**src/rtl/eka_pkg.sv**
```systemverilog
// Shared definitions for the load/store unit.
// - funct3 width/sign codes used by loads and stores
// - lsu_state_t: access sequencer states
// - is_misaligned(): natural-alignment test for a given width code
package eka_pkg;

  localparam logic [2:0] F3_LB  = 3'b000;
  localparam logic [2:0] F3_LH  = 3'b001;
  localparam logic [2:0] F3_LW  = 3'b010;
  localparam logic [2:0] F3_LBU = 3'b100;
  localparam logic [2:0] F3_LHU = 3'b101;

  typedef enum logic [1:0] {
    S_IDLE = 2'b00,
    S_REQ  = 2'b01,
    S_WAIT = 2'b10,
    S_DONE = 2'b11
  } lsu_state_t;

  // Bytes are always aligned; halfwords need an even address; words (and any
  // code not naming a byte or halfword) need a word-aligned address.
  function automatic logic is_misaligned(input logic [2:0] f3, input logic [1:0] off);
    case (f3)
      F3_LB, F3_LBU: return 1'b0;
      F3_LH, F3_LHU: return off[0];
      F3_LW:         return off != 2'b00;
      default:       return off != 2'b00;
    endcase
  endfunction

endpackage

```
**src/rtl/lsu_load_align.sv**
```systemverilog
// Load extraction and extension (purely combinational).
// Ports:
//   rdata_i    : 32-bit word returned by data memory
//   byte_off_i : byte offset of the access within the word (addr[1:0])
//   funct3_i   : load width/sign code
//   data_o     : selected byte/half/word, sign- or zero-extended to 32 bits
module lsu_load_align
  import eka_pkg::*;
(
  input  logic [31:0] rdata_i,
  input  logic [1:0]  byte_off_i,
  input  logic [2:0]  funct3_i,
  output logic [31:0] data_o
);

  logic [7:0]  lane [4];
  logic [7:0]  byte_sel;
  logic [15:0] half_sel;

  for (genvar gi = 0; gi < 4; gi++) begin : g_lane
    assign lane[gi] = rdata_i[8*gi +: 8];
  end

  always_comb begin
    byte_sel = lane[byte_off_i];
    // Halfwords are known to be aligned here, so only bit 1 picks the half.
    half_sel = byte_off_i[1] ? rdata_i[31:16] : rdata_i[15:0];
    case (funct3_i)
      F3_LB:   data_o = {{24{byte_sel[7]}}, byte_sel};
      F3_LBU:  data_o = {24'b0, byte_sel};
      F3_LH:   data_o = {{16{half_sel[15]}}, half_sel};
      F3_LHU:  data_o = {16'b0, half_sel};
      default: data_o = rdata_i;
    endcase
  end

endmodule

```
**src/rtl/lsu.sv**
```systemverilog
// Load/store unit: turns one load or store into a single request/grant
// transaction on a word-addressed data memory port.
// Ports:
//   clk, reset          : clock, synchronous active-high reset
//   start               : one-cycle launch pulse, only honoured while idle
//   mem_read/mem_write  : access kind (exactly one must be set)
//   funct3, addr        : width/sign code and byte address
//   store_data          : unshifted store value
//   busy, done          : access in progress / one-cycle completion pulse
//   load_data           : extended load result, held between completions
//   misaligned          : with done, the access was rejected for alignment
//   dmem_*              : memory port (req/gnt handshake, rvalid read return)
module lsu
  import eka_pkg::*;
#(
  parameter int XLEN = 32
) (
  input  logic            clk,
  input  logic            reset,
  input  logic            start,
  input  logic            mem_read,
  input  logic            mem_write,
  input  logic [2:0]      funct3,
  input  logic [XLEN-1:0] addr,
  input  logic [XLEN-1:0] store_data,
  output logic            busy,
  output logic            done,
  output logic [XLEN-1:0] load_data,
  output logic            misaligned,
  output logic            dmem_req,
  output logic            dmem_we,
  output logic [XLEN-1:0] dmem_addr,
  output logic [3:0]      dmem_be,
  output logic [XLEN-1:0] dmem_wdata,
  input  logic            dmem_gnt,
  input  logic            dmem_rvalid,
  input  logic [XLEN-1:0] dmem_rdata
);

  lsu_state_t      state_q;
  logic            busy_q, done_q, mis_q;
  logic            req_q, we_q;
  logic [XLEN-1:0] addr_q, wdata_q, load_data_q;
  logic [3:0]      be_q;
  logic            is_load_q;
  logic [2:0]      funct3_q;
  logic [1:0]      off_q;

  logic [3:0]      st_be_d;
  logic [XLEN-1:0] st_wdata_d;
  logic            mis_d;
  logic [XLEN-1:0] align_data;

  // Store lane steering: byte/half data is replicated on every lane so the
  // byte enables alone pick which bytes memory actually writes.
  always_comb begin
    mis_d = is_misaligned(funct3, addr[1:0]);
    case (funct3)
      F3_LB: begin
        st_be_d    = 4'b0001 << addr[1:0];
        st_wdata_d = {4{store_data[7:0]}};
      end
      F3_LH: begin
        st_be_d    = 4'b0011 << addr[1:0];
        st_wdata_d = {2{store_data[15:0]}};
      end
      default: begin
        st_be_d    = 4'b1111;
        st_wdata_d = store_data;
      end
    endcase
  end

  lsu_load_align u_load_align (
    .rdata_i    (dmem_rdata),
    .byte_off_i (off_q),
    .funct3_i   (funct3_q),
    .data_o     (align_data)
  );

  always_ff @(posedge clk) begin
    if (reset) begin
      state_q     <= S_IDLE;
      busy_q      <= 1'b0;
      done_q      <= 1'b0;
      mis_q       <= 1'b0;
      req_q       <= 1'b0;
      we_q        <= 1'b0;
      addr_q      <= '0;
      be_q        <= '0;
      wdata_q     <= '0;
      load_data_q <= '0;
      is_load_q   <= 1'b0;
      funct3_q    <= '0;
      off_q       <= '0;
    end else begin
      case (state_q)
        S_IDLE: begin
          // Both or neither of mem_read/mem_write is not a valid access.
          if (start && (mem_read ^ mem_write)) begin
            is_load_q <= mem_read;
            funct3_q  <= funct3;
            off_q     <= addr[1:0];
            busy_q    <= 1'b1;
            if (mis_d) begin
              state_q <= S_DONE;
              done_q  <= 1'b1;
              mis_q   <= 1'b1;
            end else begin
              state_q <= S_REQ;
              req_q   <= 1'b1;
              we_q    <= mem_write;
              addr_q  <= {addr[XLEN-1:2], 2'b00};
              be_q    <= mem_read ? 4'b1111 : st_be_d;
              wdata_q <= mem_read ? '0 : st_wdata_d;
            end
          end
        end
        S_REQ: begin
          if (dmem_gnt) begin
            req_q <= 1'b0;
            we_q  <= 1'b0;
            if (is_load_q) begin
              state_q <= S_WAIT;
            end else begin
              state_q <= S_DONE;
              done_q  <= 1'b1;
            end
          end
        end
        S_WAIT: begin
          // Read data is only taken here, never in the grant cycle.
          if (dmem_rvalid) begin
            load_data_q <= align_data;
            state_q     <= S_DONE;
            done_q      <= 1'b1;
          end
        end
        S_DONE: begin
          state_q <= S_IDLE;
          done_q  <= 1'b0;
          mis_q   <= 1'b0;
          busy_q  <= 1'b0;
        end
        default: state_q <= S_IDLE;
      endcase
    end
  end

  assign busy       = busy_q;
  assign done       = done_q;
  assign misaligned = mis_q;
  assign load_data  = load_data_q;
  assign dmem_req   = req_q;
  assign dmem_we    = we_q;
  assign dmem_addr  = addr_q;
  assign dmem_be    = be_q;
  assign dmem_wdata = wdata_q;

endmodule

```
**config.mk**
```make
export PLATFORM = sky130hd
export DESIGN_NAME = lsu
export DESIGN_NICKNAME = d
export VERILOG_FILES = /design/src/rtl/eka_pkg.sv /design/src/rtl/lsu_load_align.sv /design/src/rtl/lsu.sv
export SDC_FILE = /design/constraint.sdc
export NUM_CORES = 1
export LEC_CHECK = 0
export ABC_AREA = 1
export BUFFER_PORTS_ARGS = -buffer_cell sky130_fd_sc_hd__buf_2
export CAP_MARGIN = 10
export CORE_MARGIN = 2
export CORE_UTILIZATION = 40
export DETAILED_ROUTE_END_ITERATION = 12
export PLACE_DENSITY = 0.66
export SLEW_MARGIN = 20
export SYNTH_ARGS = -nofsm -noshare
export SYNTH_HDL_FRONTEND = slang
export SYNTH_SLANG_ARGS = --single-unit
```
**constraint.sdc**
```tcl
create_clock -name clk -period 3.5 [get_ports clk]
set_input_delay 0.35 -clock clk [delete_from_list [all_inputs] [get_ports clk]]
set_output_delay 0.35 -clock clk [all_outputs]
set_load 0.05 [all_outputs]
```
Yosys cells after proc, flatten, opt, wreduce, memory -nomap -nowiden
Index checks and enable logic that the tools add are counted.

Output and inout port bits: 105. Register bits: 111. Input port bits: 106. Word-level logic and storage cells: 83.

Bitwise logic cells: 3. Muxes and demuxes: 32. Shift-type cells: 2. Reduce and logical (&&, ||, !) cells: 17. Equality and inequality tests: 15. $lt $le $gt $ge: 1.

Operator list (count): $pmux 32 s4 (1); $pmux 32 s2 (1); $mux 32 (1); $bmux 8 s2 (1); $mux 16 (1); $mux 8 (2); $eq 3x3->1 const B (4); $mux 1 (12); $ne 2x2->1 const B (6); $pmux 1 s2 (5); $reduce_and 3->1 (3); $mux 2 (4); $pmux 2 s4 (1); $pmux 4 s2 (1); $eq 3x1->1 const B (2); $logic_not 3->1 (2); $reduce_and 2->1 (3); $reduce_bool 2->1 (3); $reduce_and 5->1 (1); $eq 2x2->1 const B (2); $mux 4 (1); $pmux 1 s4 (1); $reduce_and 4->1 (1); $reduce_or 2->1 (2); other kinds (9) (9).

Depth between registers and ports, before layout
Word-level depth: 6. Mapped depth: 9. Mapped depth without buffers: 9.

Cells and area by module
Synthesis repeated with hierarchy kept, for this count alone.

Cells, all modules: 793. Area, all modules: 5457.7 µm².

By module, submodules not included: lsu (area each 4585.6 µm², seq. area each 2222.1 µm², instances 1, cells an instance 624); lsu_load_align (area each 872.1 µm², seq. area each 0.0 µm², instances 1, cells an instance 169).

Least setup slack after synthesis
No wires, ideal clock.

Path type: reg2reg. Start: register state_q[0]. End: register addr_q[10], in the netlist dmem_addr[10]. Stages on the path, launching flop included: 10. Library setup time: 0.070 ns. Slack: 2.004 ns. Period minus slack after synthesis: 1.496 ns. Arrival time: 1.425 ns. Buffers on the path: 2. Data required time: 3.430 ns. Cell sequence: dfxtp_1 > inv_1 > ha_1 > nand4_2 > inv_2 > nand2_8 > buf_6 > buf_6 > nand2_1 > a21oi_1.

Longest elaborated chain between the ends: 2.

RTL lines: from (decl) (line lsu.sv:40) `lsu_state_t state_q;`; from (signal assigned) (line lsu.sv:83) `state_q <= S_IDLE;`; from (signal assigned) (line lsu.sv:106) `state_q <= S_DONE;`; from (signal assigned) (line lsu.sv:110) `state_q <= S_REQ;`; $logic_not 2->1 (line lsu.sv:97) `case (state_q)`; $reduce_and 3->1 (no line); to (signal assigned) (line lsu.sv:113) `addr_q <= {addr[XLEN-1:2], 2'b00};`; to (decl) (line lsu.sv:43) `logic [XLEN-1:0] addr_q, wdata_q, load_data_q;`.

No other way between the ends. A chain may end at the register's enable or synchronous reset.

Worst setup path after layout
Start: register state_q[1]. End: register addr_q[18], in the netlist dmem_addr[18].

Same word-level chain as after synthesis.

==> metrics.yaml <==
run_status: "finished, final reports clean"
grt_max_degree: 90
io_pins: 211
cts_tree: "built"
combPwrFrac_pct: 37.5
critPathLaunchType: "register"
critPathSlowestCell: "inv_2"
drc: 0
grt_pass1_vias: 4576
die_width_um: 119
setup_viol: 0
relSlewSlack_pct: 36.8
crit_required_ps: 3770
ys_seq_area_share_pct: 42.1
post_cts_buffers: 0
cts_hold_buf: 0
hpwl_um: 11000
cts_buffers: 9
cp_data_arrival_time_ps: 2700
cts.sinks: 111
dp.cells: 1119
syn_to_final_growth_pct: 25.0
worst_clock_skew_ps: 9.79
p_int_mw: 2.40
wire_per_inst_um: 13.5
p_clk_share_pct: 25.2
drive_gt1_share_pct: 25.5
synth.avg_cell_area_um2: 6.74
clock_path_buffers: 2
p_per_area_nw_per_um2: 627
slowest_delay_ps: 410
path_clk_slew_ps: 70
fin_crit_ps: 2430
netlist_instances: 783
synth.top_cell.area_share_pct: 42.1
numPortBuffers: 208
grt_first_pass_wirelength_um: 23600
synth_warnings: 0
power_frac_seq_pct: 37.3
drt-pass1-iter-count: 5
die-area_um2: 14100
cap_violations: 0
htree_levels: 3
power.total_mw: 4.13
overflow: 0
ys_ff_latch: 111
critical_path_class: "reg2reg"
fill_cells: 1355
vias_per_cell: 4.76
synth.area.top_cells: "dfxtp_1 (42%), nand2_1 (17%), a21oi_1 (8.1%)"
utilization_pct: 51.7
end_kind: "register"
drt-initial-drc-count: 461
crit_fanout: 68
critPathTopFamily: "buffers and inverters"
synthesis.area_um2: 5280
start_util_pct: 41.3
routabilityCongestion: 0.925
core_um2: 12800
critPathBufInv: 4
routed_wirelength_um: 15300
grtUsageTotal_pct: 20.7
nNetsFinal: 1069
finalHoldViolCount: 0
cts.repair.resized: 0
swShare_pct: 42.0
clk_latency_ps: 350
fp-row-count: 41
fin_crit_sh_pct: 69.3
cp_common_cell: "inv_2"
max_slew.worst_pin.slew_ps: 948
ir_worst_vdd_mv: 0.426
rsz0062_at_grt: "no"
layout.cells.non_filler: 1136
antenna_found_initial: 2
fmax_mhz: 412
ys_types: 28
power_leakage_nw: 3.25
route.antenna.remaining_nets: 0
p_sw_mw: 1.73
min_path_type: "in2reg"
path_cells: "inv_1 > ha_1 > nand4_2 > inv_2 > nand2_8 > inv_2 > buf_12 > nand2_1 > a21oi_1"
clockRootBuffer: "clkbuf_16"
fin_setup_tns_ps: 0
drv_slew: 0
yosysTopAreaCell: "dfxtp_1"
via_count: 5412
die_h_um: 119
## final timing paths
| check | startpoint | to | slack, ps | cells past startpoint |
|---|---|---|---|---|
| setup / recovery | state_q[1]$_SDFFE_PP0P_ | dmem_addr[18]$_SDFFE_PP0P_ | 1070 | 9 |
| hold / removal | addr[9] | dmem_addr[9]$_SDFFE_PP0P_ | 240 | 3 |
| setup reg to reg | state_q[1]$_SDFFE_PP0P_ | dmem_addr[18]$_SDFFE_PP0P_ | 1070 | 9 |
| hold reg to reg | dmem_wdata[15]$_SDFFE_PP0P_ | dmem_wdata[15]$_SDFFE_PP0P_ | 460 | 2 |
## through the flow
step	hold WS (ps)	worst slack [ps]	instance area, um^2
finish	236	1070	6600
CTS	221	1040	6590
floorplan	443	2000	5280
detailed placement	452	935	6300
global placement	450	1020	6300
global route	225	757	6600
## power groups by stage
stage | clock, mW | combinational (mW) | sequential, mW
floorplan | 0 | 0.748 | 2.03
global placement | 0 | 1.55 | 1.57
detailed placement | 0 | 1.55 | 1.57
CTS | 1.07 | 1.56 | 1.54
global route | 1.12 | 1.70 | 1.57
finish | 1.04 | 1.55 | 1.54
## cell usage after synthesis
cell      number
o211ai_1      13
o21ai_0       71
dfxtp_1      111
buf_6          8
a21oi_1       85
buf_2         13
or2_2          5
o22ai_1        3
clkbuf_1      21
o21ai_1       13
clkinv_1       1
nand2_8        1
ha_1           5
inv_2          5
nand2_1      240
nand3_1       22
nand4_1        7
buf_1          1
nor2_2         1
nor2_8         1
buf_4          6
nand2_2        4
conb_1         1
nand2_4        1
nor2_1        85
o21bai_1       1
nand4_2        1
inv_1         57
## registers in the layout (all words and copies together), names as in the netlist
| signal | count |
|---|---|
| done | 1 |
| busy | 1 |
| dmem_wdata | 32 |
| dmem_addr | 30 |
| is_load_q | 1 |
| funct3_q | 3 |
| dmem_we | 1 |
| misaligned | 1 |
| dmem_be | 4 |
| off_q | 2 |
| load_data | 32 |
| state_q | 2 |
| dmem_req | 1 |
## cells by family (layout without fill, tap and decap cells)
group / after synthesis / count (layout) / share of synthesized area, %
AOI/OAI and AO/OA: 186 / 186 / 18.4
adders and majority gates: 5 / 5 / 1.19
buffers and inverters: 112 / 290 / 9.84
DFF: 111 / 111 / 42.1
other: 1 / 4 / 0.0711
and+or+nand+nor: 368 / 368 / 28.4
## worst min-delay path, stage by stage
cell	delay [ps]
buf_2	90
nand2_1	50
a21oi_1	50
## routing by layer
metal	vias up	wire length, um	GRT usage [%]	share of wire, %
met1	2378	7090	28.8	46
met2	162	7090	31.4	46
li1	2852	-	-	-
met5	-	0	0	0
met3	20	874	5.08	5.7
met4	0	250	6.40	1.6
## area by class of cell
class	count	area, um^2	share of cell area, %
flip-flops and latches	111	2220	33.7
multi-input cells	561	2540	38.5
well taps	172	215	3.26
repair buffers	212	1080	16.4
clock inverters	5	67.6	1.02
inverters	63	236	3.58
clock buffers	10	229	3.47
diodes	2	5.00	0.0758
## placed cells by master (no fill, tap or decap), types with 2 or more instances in the layout
cell / instances
buf_2: 208
clkinvlp_4: 2
clkbuf_16: 9
nand3_1: 22
buf_4: 3
nand2_2: 4
o21ai_1: 13
nor2_1: 85
dfxtp_1: 111
diode_2: 2
nand4_1: 7
or2_2: 5
a21oi_1: 85
inv_8: 2
ha_1: 5
inv_2: 5
inv_1: 57
o22ai_1: 3
o21ai_0: 71
conb_1: 2
nand2_1: 240
o211ai_1: 13
No activity file was read; power rests on OpenSTA's default activity.
